<file path="src/rtl/pipe_ctrl_pkg.sv">
// -----------------------------------------------------------------------------
// pipe_ctrl_pkg
//  Shared definitions for the IF/ID sequencing logic:
//   - the opcodes that read rs1/rs2 (OP_R, OP_IMM, OP_LD, OP_SD, OP_BEQ)
//   - the NOP encoding that IF/ID loads on a flush (addi x0,x0,0)
//   - the hazard controller state enum
//   - helpers that decide which source registers an opcode reads
// -----------------------------------------------------------------------------
package pipe_ctrl_pkg;

    localparam logic [6:0] OP_R   = 7'b0110011;
    localparam logic [6:0] OP_IMM = 7'b0010011;
    localparam logic [6:0] OP_LD  = 7'b0000011;
    localparam logic [6:0] OP_SD  = 7'b0100011;
    localparam logic [6:0] OP_BEQ = 7'b1100011;

    localparam logic [31:0] NOP_INSTR = 32'h00000013;

    typedef enum logic [1:0] {
        HS_RUN        = 2'd0,
        HS_LOAD_STALL = 2'd1
    } hazard_state_t;

    // rs2 is a real register read only for R-type, stores and branches;
    // for I-type formats those bits are immediate and must not match.
    function automatic logic uses_rs2(input logic [6:0] opcode);
        return (opcode == OP_R) || (opcode == OP_SD) || (opcode == OP_BEQ);
    endfunction

    function automatic logic uses_rs1(input logic [6:0] opcode);
        return uses_rs2(opcode) || (opcode == OP_IMM) || (opcode == OP_LD);
    endfunction

endpackage

</file>
<file path="src/rtl/load_use_detect.sv">
// -----------------------------------------------------------------------------
// load_use_detect
//  Purely combinational load-use hazard detector.
//  Ports:
//   ifid_opcode   in  7  opcode of the instruction in IF/ID
//   ifid_rs1      in  5  rs1 field of the IF/ID instruction
//   ifid_rs2      in  5  rs2 field of the IF/ID instruction
//   idex_mem_read in  1  ID/EX instruction is a load
//   idex_rd       in  5  destination register of the ID/EX instruction
//   hz            out 1  IF/ID instruction reads the register being loaded
// -----------------------------------------------------------------------------
module load_use_detect
    import pipe_ctrl_pkg::*;
(
    input  logic [6:0] ifid_opcode,
    input  logic [4:0] ifid_rs1,
    input  logic [4:0] ifid_rs2,
    input  logic       idex_mem_read,
    input  logic [4:0] idex_rd,
    output logic       hz
);

    logic use_rs1;
    logic use_rs2;
    logic match_rs1;
    logic match_rs2;

    assign use_rs1   = uses_rs1(ifid_opcode);
    assign use_rs2   = uses_rs2(ifid_opcode);
    assign match_rs1 = use_rs1 && (idex_rd == ifid_rs1);
    assign match_rs2 = use_rs2 && (idex_rd == ifid_rs2);

    // x0 is hardwired to zero, so a load into it never creates a dependency.
    assign hz = idex_mem_read && (idex_rd != 5'd0) && (match_rs1 || match_rs2);

endmodule

</file>
<file path="src/rtl/ifid_hazard_ctrl.sv">
// -----------------------------------------------------------------------------
// ifid_hazard_ctrl
//  Sequencing controller for the PC and IF/ID register. Stalls PC and IF/ID
//  for LOAD_LAT cycles on a load-use hazard while bubbling ID/EX, and flushes
//  IF/ID when a taken branch resolves in EX. Keeps saturating counters of
//  stalled and flushed cycles.
//  Parameters:
//   LOAD_LAT  stall cycles per load-use hazard (>=1)
//   CNT_W     width of the performance counters
//  Ports:
//   clk, reset        clock, async active-high reset
//   ifid_opcode/rs1/rs2, idex_mem_read, idex_rd   hazard detection inputs
//   ex_branch_taken   taken branch resolved in EX this cycle
//   pc_write          PC may update
//   ifid_write        IF/ID captures a new instruction
//   ifid_flush        IF/ID loads a NOP at the next edge
//   idex_bubble       ID/EX control fields are zeroed at the next edge
//   pc_src_branch     PC mux selects the branch target
//   hazard_state      0 RUN, 1 LOAD_STALL
//   stall_count       cycles with pc_write low (saturating)
//   flush_count       cycles with ifid_flush high (saturating)
// -----------------------------------------------------------------------------
module ifid_hazard_ctrl
    import pipe_ctrl_pkg::*;
#(
    parameter int LOAD_LAT = 1,
    parameter int CNT_W    = 16
) (
    input  logic             clk,
    input  logic             reset,
    input  logic [6:0]       ifid_opcode,
    input  logic [4:0]       ifid_rs1,
    input  logic [4:0]       ifid_rs2,
    input  logic             idex_mem_read,
    input  logic [4:0]       idex_rd,
    input  logic             ex_branch_taken,
    output logic             pc_write,
    output logic             ifid_write,
    output logic             ifid_flush,
    output logic             idex_bubble,
    output logic             pc_src_branch,
    output logic [1:0]       hazard_state,
    output logic [CNT_W-1:0] stall_count,
    output logic [CNT_W-1:0] flush_count
);

    localparam int REM_W = $clog2(LOAD_LAT) + 1;

    hazard_state_t    state_reg;
    hazard_state_t    state_next;
    logic [REM_W-1:0] rem_reg;
    logic [REM_W-1:0] rem_next;
    logic [CNT_W-1:0] stall_count_reg;
    logic [CNT_W-1:0] flush_count_reg;
    logic             hz;
    logic             stall_now;
    logic             flush_now;

    load_use_detect u_detect (
        .ifid_opcode   (ifid_opcode),
        .ifid_rs1      (ifid_rs1),
        .ifid_rs2      (ifid_rs2),
        .idex_mem_read (idex_mem_read),
        .idex_rd       (idex_rd),
        .hz            (hz)
    );

    always_comb begin
        pc_write      = 1'b1;
        ifid_write    = 1'b1;
        ifid_flush    = 1'b0;
        idex_bubble   = 1'b0;
        pc_src_branch = 1'b0;
        stall_now     = 1'b0;
        flush_now     = 1'b0;
        state_next    = state_reg;
        rem_next      = rem_reg;

        if (ex_branch_taken) begin
            // A taken branch squashes both the fetched instruction and
            // whatever is waiting in ID, so any pending load stall is moot.
            pc_src_branch = 1'b1;
            ifid_flush    = 1'b1;
            idex_bubble   = 1'b1;
            flush_now     = 1'b1;
            state_next    = HS_RUN;
            rem_next      = '0;
        end else if (state_reg == HS_LOAD_STALL) begin
            // hz is not re-checked here: the load is already past ID/EX.
            pc_write    = 1'b0;
            ifid_write  = 1'b0;
            idex_bubble = 1'b1;
            stall_now   = 1'b1;
            rem_next    = rem_reg - REM_W'(1);
            if (rem_reg == REM_W'(1)) begin
                state_next = HS_RUN;
            end
        end else if (hz) begin
            pc_write    = 1'b0;
            ifid_write  = 1'b0;
            idex_bubble = 1'b1;
            stall_now   = 1'b1;
            if (LOAD_LAT > 1) begin
                state_next = HS_LOAD_STALL;
                rem_next   = REM_W'(LOAD_LAT - 1);
            end
        end

        // Held in reset the pipeline is frozen and filled with NOPs/bubbles.
        if (reset) begin
            pc_write      = 1'b0;
            ifid_write    = 1'b0;
            ifid_flush    = 1'b1;
            idex_bubble   = 1'b1;
            pc_src_branch = 1'b0;
        end
    end

    always_ff @(posedge clk or posedge reset) begin
        if (reset) begin
            state_reg       <= HS_RUN;
            rem_reg         <= '0;
            stall_count_reg <= '0;
            flush_count_reg <= '0;
        end else begin
            state_reg <= state_next;
            rem_reg   <= rem_next;
            if (stall_now && (stall_count_reg != {CNT_W{1'b1}})) begin
                stall_count_reg <= stall_count_reg + CNT_W'(1);
            end
            if (flush_now && (flush_count_reg != {CNT_W{1'b1}})) begin
                flush_count_reg <= flush_count_reg + CNT_W'(1);
            end
        end
    end

    assign hazard_state = state_reg;
    assign stall_count  = stall_count_reg;
    assign flush_count  = flush_count_reg;

endmodule

</file>
<file path="config.mk">
export PLATFORM = sky130hd
export DESIGN_NAME = ifid_hazard_ctrl
export DESIGN_NICKNAME = d
export VERILOG_FILES = /design/src/rtl/pipe_ctrl_pkg.sv /design/src/rtl/load_use_detect.sv /design/src/rtl/ifid_hazard_ctrl.sv
export SDC_FILE = /design/constraint.sdc
export NUM_CORES = 1
export LEC_CHECK = 0
export CAP_MARGIN = 20
export CORE_ASPECT_RATIO = 1.4
export CORE_MARGIN = 4
export CORE_UTILIZATION = 50
export CTS_BUF_LIST = sky130_fd_sc_hd__clkbuf_8
export DETAILED_ROUTE_END_ITERATION = 10
export GPL_ROUTABILITY_DRIVEN = 0
export GPL_TIMING_DRIVEN = 0
export PLACE_DENSITY = 0.88
export SETUP_SLACK_MARGIN = 0.3
export SYNTH_ARGS = -nofsm -noshare
export SYNTH_HDL_FRONTEND = slang
export SYNTH_SLANG_ARGS = --single-unit
</file>
<file path="constraint.sdc">
create_clock -name clk -period 5.91 [get_ports clk]
set_input_delay 1.182 -clock clk [delete_from_list [all_inputs] [get_ports clk]]
set_output_delay 1.182 -clock clk [all_outputs]
set_load 0.005 [all_outputs]
</file>
; Word-level counts from Yosys, hierarchy flattened
; Cells that the tools add are included.
[totals]
regBits = 35
latchBits = 0
ramBits = 0
romBits = 0
inputBits = 26
output_inout_bits = 39
mem_count = 0
[op_classes]
add_sub_neg = 3
mul = 0
div = 0
order_cmp = 0
eq_ne = 10
shifts = 0
muxes = 17
n_bitwise = 0
n_reduce_logical = 15
[ops]
columns = operator, n
row1 = "16-bit by 1-bit adder with 16-bit output, second input constant", 2
row2 = "16-bit != test, second input constant", 2
row3 = "7-bit by 6-bit equality test with 1-bit output, second input constant", 2
row4 = 1-bit two-way mux, 14
row5 = 5-bit equality test, 2
row6 = "7-bit by 2-bit equality test with 1-bit output, second input constant", 1
row7 = "7-bit by 5-bit equality test with 1-bit output, second input constant", 1
row8 = "7-bit equality test, second input constant", 1
row9 = 1-bit logical AND, 6
row10 = 2-bit two-way mux, 3
row11 = 1-bit logical OR, 5
row12 = 5-bit nonzero test, 1
row13 = 2-bit nonzero test, 2
row14 = "2-bit by 1-bit equality test with 1-bit output, second input constant", 1
row15 = 2-bit AND reduction, 1
row16 = "1-bit subtractor, second input constant", 1

; Depth between registers and ports, before layout
[depth]
depth_word = 12
ltp_mapped = 7
depth_no_buf = 6

; Cells and area by module
; From an unflattened synthesis, not the netlist that was laid out.
[unflattened]
hier_cells = 177
hier_area_um2 = 1809.2
[modules_own_cells]
columns = module, n_inst, cells_per_inst, area_per_inst_um2
row1 = ifid_hazard_ctrl, 1, 155, 1651.6
row2 = load_use_detect, 1, 22, 157.7

; Worst setup path before layout
; Ideal clock, no wire load.
[synth_timing]
path_kind = input-to-output
start = input port idex_rd[2]
end = output port pc_write
arrival_time_ns = 2.302
required_time_ns = 4.728
path_slack_ns = 2.426
stages = 7
cell_sequence = xor2_1 nor4_2 a2bb2oi_2 buf_2 nor3_1 nor2_1 buf_4
[synth_via]
elab_chain_cells = 8
word_cells_on_any_way = 12
[synth_rtl]
columns = item, line_no
row1 = "start, declared", ifid_hazard_ctrl.sv:35  ; input logic [4:0] idex_rd,
row2 = 5-bit equality test (on tied branches), "load_use_detect.sv:30, load_use_detect.sv:31"
row3 = 1-bit logical AND (on tied branches), "load_use_detect.sv:30, load_use_detect.sv:31"
row4 = 1-bit logical OR, load_use_detect.sv:34  ; assign hz = idex_mem_read && (idex_rd != 5'd0) && (match_rs1 || match_rs2);
row5 = 1-bit logical AND *, load_use_detect.sv:34
row6 = 1-bit two-way mux * (4 in a row), --
row7 = "end, declared", ifid_hazard_ctrl.sv:37  ; output logic pc_write,
; Every way passes the cells marked *; elsewhere a longest branch is shown, timed or not.

; Worst setup path after layout
[layout_timing]
start = input port idex_rd[3]
end = output port pc_write
[layout_via]
elab_chain_cells = 8
word_cells_on_any_way = 12
[layout_rtl]
columns = item, line_no
row1 = 5-bit equality test (on tied branches), "load_use_detect.sv:30, load_use_detect.sv:31"
row2 = 1-bit logical AND (on tied branches), "load_use_detect.sv:30, load_use_detect.sv:31"
row3 = 1-bit logical OR, load_use_detect.sv:34
row4 = 1-bit logical AND *, load_use_detect.sv:34
row5 = 1-bit two-way mux *, ifid_hazard_ctrl.sv:98  ; end else if (hz) begin
row6 = 1-bit two-way mux *, ifid_hazard_ctrl.sv:88  ; end else if (state_reg == HS_LOAD_STALL) begin
row7 = 1-bit two-way mux *, ifid_hazard_ctrl.sv:79  ; if (ex_branch_taken) begin
row8 = 1-bit two-way mux *, ifid_hazard_ctrl.sv:110  ; if (reset) begin
; Marks and branches as above.

==> metrics.csv <==
stage,metric,value,unit
outcome,status,finished clean,
critical_path,CP max stage delay,540,ps
timing,RSZ-0062 raised after global routing,false,
timing,fin crit period,4698,ps
clock_network,post-CTS sizing,0,
routing,"wirelength, routed",4.611,mm
critical_path,CP Class,in -> out,
timing,max-slew violation count,0,
routing,routed via count,1638,
synth,number of synthesized flops with an enable pin,0,
die,die area,4752,sq um
clock_network,CTS tree,built,
power_and_ir_drop,maximum VDD drop,0.2756,mV
worst_hold_path,Hold Path Origin,stall_count[13],
timing,"Hold Vio Cnt, Final",0,
power_and_ir_drop,P per Cell Area,231.0,nW/um^2
critical_path,"Arr. time, crit path",3520,ps
synth,most frequent cell after synthesis,dfrtp_1,
synth,dominant cells by area after synthesis,"dfrtp_1 43%, xor2_1 11%, xnor2_1 8.0%",
routing,antenna-violating nets left,0,
clock_network,clock buffer depth,2,
die,io pins,65,
clock_network,Worst-path clk slew,70,ps
cells_and_area,Synth-to-Final Area Change,43.75,%
critical_path,crit-path max FO,10,
global_routing,total track usage,21.59,%
clock_network,Num CTS Buffers,5,
clock_network,TritonCTS sink count,32,
routing,initial DRC count,79,
die,Core Footprint,3472,sq um
timing,Final Setup Violations,0,
routing,drt pass-1 iters,4,
synth,Post-Syn Area per Cell,10.40,sq um
clock_network,H-tree levels,2,
power_and_ir_drop,Leak Pwr,1.135,nW
timing,Fmax,212.8,MHz
critical_path,r2r worst-path depth,6,
timing,Tcrit/Tclk final,79.50,%
global_routing,initial antenna violation count,0,
global_routing,number of global-route vias before repair,1718,
timing,Slew HR,53.17,%
cells_and_area,layout cells sized above 1,10.00,%
cells_and_area,Post-Layout Cell Count,290,
critical_path,worst path cell trace,"clkdlybuf4s50_1, xor2_1, nor4_2, a2bb2oi_2, buf_2, nor3_1, nor2_1, buf_4, clkdlybuf4s50_1",
place,placed insts,282,
critical_path,Reg-to-Reg End,stall_count[1],
synth,post-synth top area cell,dfrtp_1,
routing,DR vias/cell,5.648,
worst_hold_path,Hold Path Depth,1,
place,pre-CTS setup slack,1238,ps
critical_path,CP most frequent cell,clkdlybuf4s50_1,
routing,# DRC,0,
worst_hold_path,Hold Crit Endpoint,stall_count[13],
global_routing,first-pass GRT wire length,7.776,mm
synth,Post-Syn Area,1851,sq um
power_and_ir_drop,Total Power,0.0006144,W
global_routing,largest net degree at the start of global routing,18,
synth,Syn. warnings,0,
clock_network,buffer count from post-CTS setup fixing,0,
cells_and_area,nets,277,
synth,Cells after Synth,178,
die,Initial Utilization,53.30,%
critical_path,r2r startpoint,stall_count[1],
place,IO buf count,62,
critical_path,Worst setup SP type,input port,
clock_network,Hold Buf Count CTS,0,
timing,Worst-Margin Slew,701.7,ps
timing,hold slack,494.0,ps
critical_path,Critical-path top delay cell,clkdlybuf4s50_1,
timing,PnR worst setup slack,1212,ps
cells_and_area,antenna cells,0,
critical_path,Worst setup EP type,primary output,
synth,Yosys reg bits,32,
die,die width,59.42,microns
clock_network,clock root cell,clkbuf_8,
synth,Post-synth top cells,"32 x dfrtp_1, 23 x xor2_1, 17 x xnor2_1, 13 x nand2_1, 10 x nand3_1",
synth,register area share after synthesis,43.27,%
die,height of the chip,79.98,microns
critical_path,R2R Setup Slk,3730,ps
timing,setup TNS,0,ps
synth,Main synth FF type,dfrtp_1,
die,# rows,25,
global_routing,GRT Residual Overflow,0,
place,DP Wirelength,3.572,mm
synth,Yosys top cell area share,43.27,%
worst_hold_path,worst min path class,reg -> reg,
timing,Setup Skew,10.29,ps
routing,WL/cell,15.90,microns
synth,asr flop ratio synth,100.0,%
critical_path,critical path data required time,4730,ps
clock_network,Worst-Skew Late Latency,290,ps
job,max_cap viols,0,
synth,Cell variety after synth,42,
-- metrics by stage --
stage | util (%) | cell area (sq um)
after floorplan | - | 1854
after detailed placement | 73.51 | 2552
after CTS | 76.61 | 2660
final | 76.61 | 2660
after global placement | 72.72 | 2525
after global routing | 76.61 | 2660
-- where the power goes --
| part | internal (W) | switching (W) | total [W] | leakage (nW) |
|---|---|---|---|---|
| Sequential | 0.000242 | 0.0000324 | 0.000275 | 0.435 |
| Clock | 0.000123 | 0.0000789 | 0.000202 | 0.0593 |
| Combinational | 0.0000889 | 0.0000486 | 0.000137 | 0.641 |
-- worst max-delay path, delay by kind of cell --
kind	cells	cell delay (ps)
buffers and inverters	4	1480
AOI/OAI and AO/OA	1	340
and+or+nand+nor	3	300
xor gates and xnor gates	1	210
-- cells in the final DEF, fill, tap and decap left out, types with 2 or more instances in the layout --
cell type,n
xor2_1,23
nand2_1,13
or4_1,5
nor3_1,4
and4_1,3
nand3_1,10
xnor2_1,17
and3_1,5
o31ai_1,2
nor3_2,2
clkbuf_8,5
conb_1,2
nor4b_1,3
nand4_1,8
buf_4,3
inv_1,4
ha_1,2
or4_4,2
nand3b_1,5
clkdlybuf4s50_1,62
dfrtp_1,32
nor4_1,7
nor2_1,7
-- cell families (layout without fill, tap and decap cells) --
kind of cell | count (synthesis) | in the layout | synth area share, %
AO/OA/AOI/OAI | 8 | 8 | 3.380
multiplexers | 2 | 2 | 1.420
buffers and inverters | 9 | 80 | 2.907
adder cells (fa/ha/maj) | 2 | 2 | 1.352
XOR/XNOR | 40 | 40 | 18.93
AND/OR/NAND/NOR | 84 | 84 | 28.54
other | 1 | 2 | 0.2026
flip-flops | 32 | 32 | 43.27
-- metal layers --
| metal | share of wire [%] | GRT usage [%] | routed length (microns) | vias up |
|---|---|---|---|---|
| met5 | 0 | 0 | 0 | - |
| met3 | 9.0 | 8.414 | 414 | 8 |
| met4 | 1.3 | 8.390 | 60 | 0 |
| li1 | - | - | - | 777 |
| met1 | 36 | 22.80 | 1665 | 792 |
| met2 | 54 | 37.42 | 2471 | 61 |
-- worst max path at each step --
stage,from,end,slack (ps),cells past startpoint
floorplan,idex_rd[2],pc_write,2430,7
global placement,idex_rd[0],pc_write,1250,9
detailed placement,idex_rd[0],pc_write,1240,9
CTS,idex_rd[3],pc_write,1220,9
global route,idex_rd[0],pc_write,1000,9
finish,idex_rd[3],pc_write,1210,9
-- cell type report --
class	instances	area, sq um
plain buffers	6	42.54
clock inverters	3	38.79
inverters	3	11.26
multi-input cells	138	999.7
repair buffers	63	648.1
well taps	40	50.05
flip-flops and latches	32	800.8
fillers	246	812.0
clock buffers	5	68.82
No activity file was read; power rests on OpenSTA's default activity.
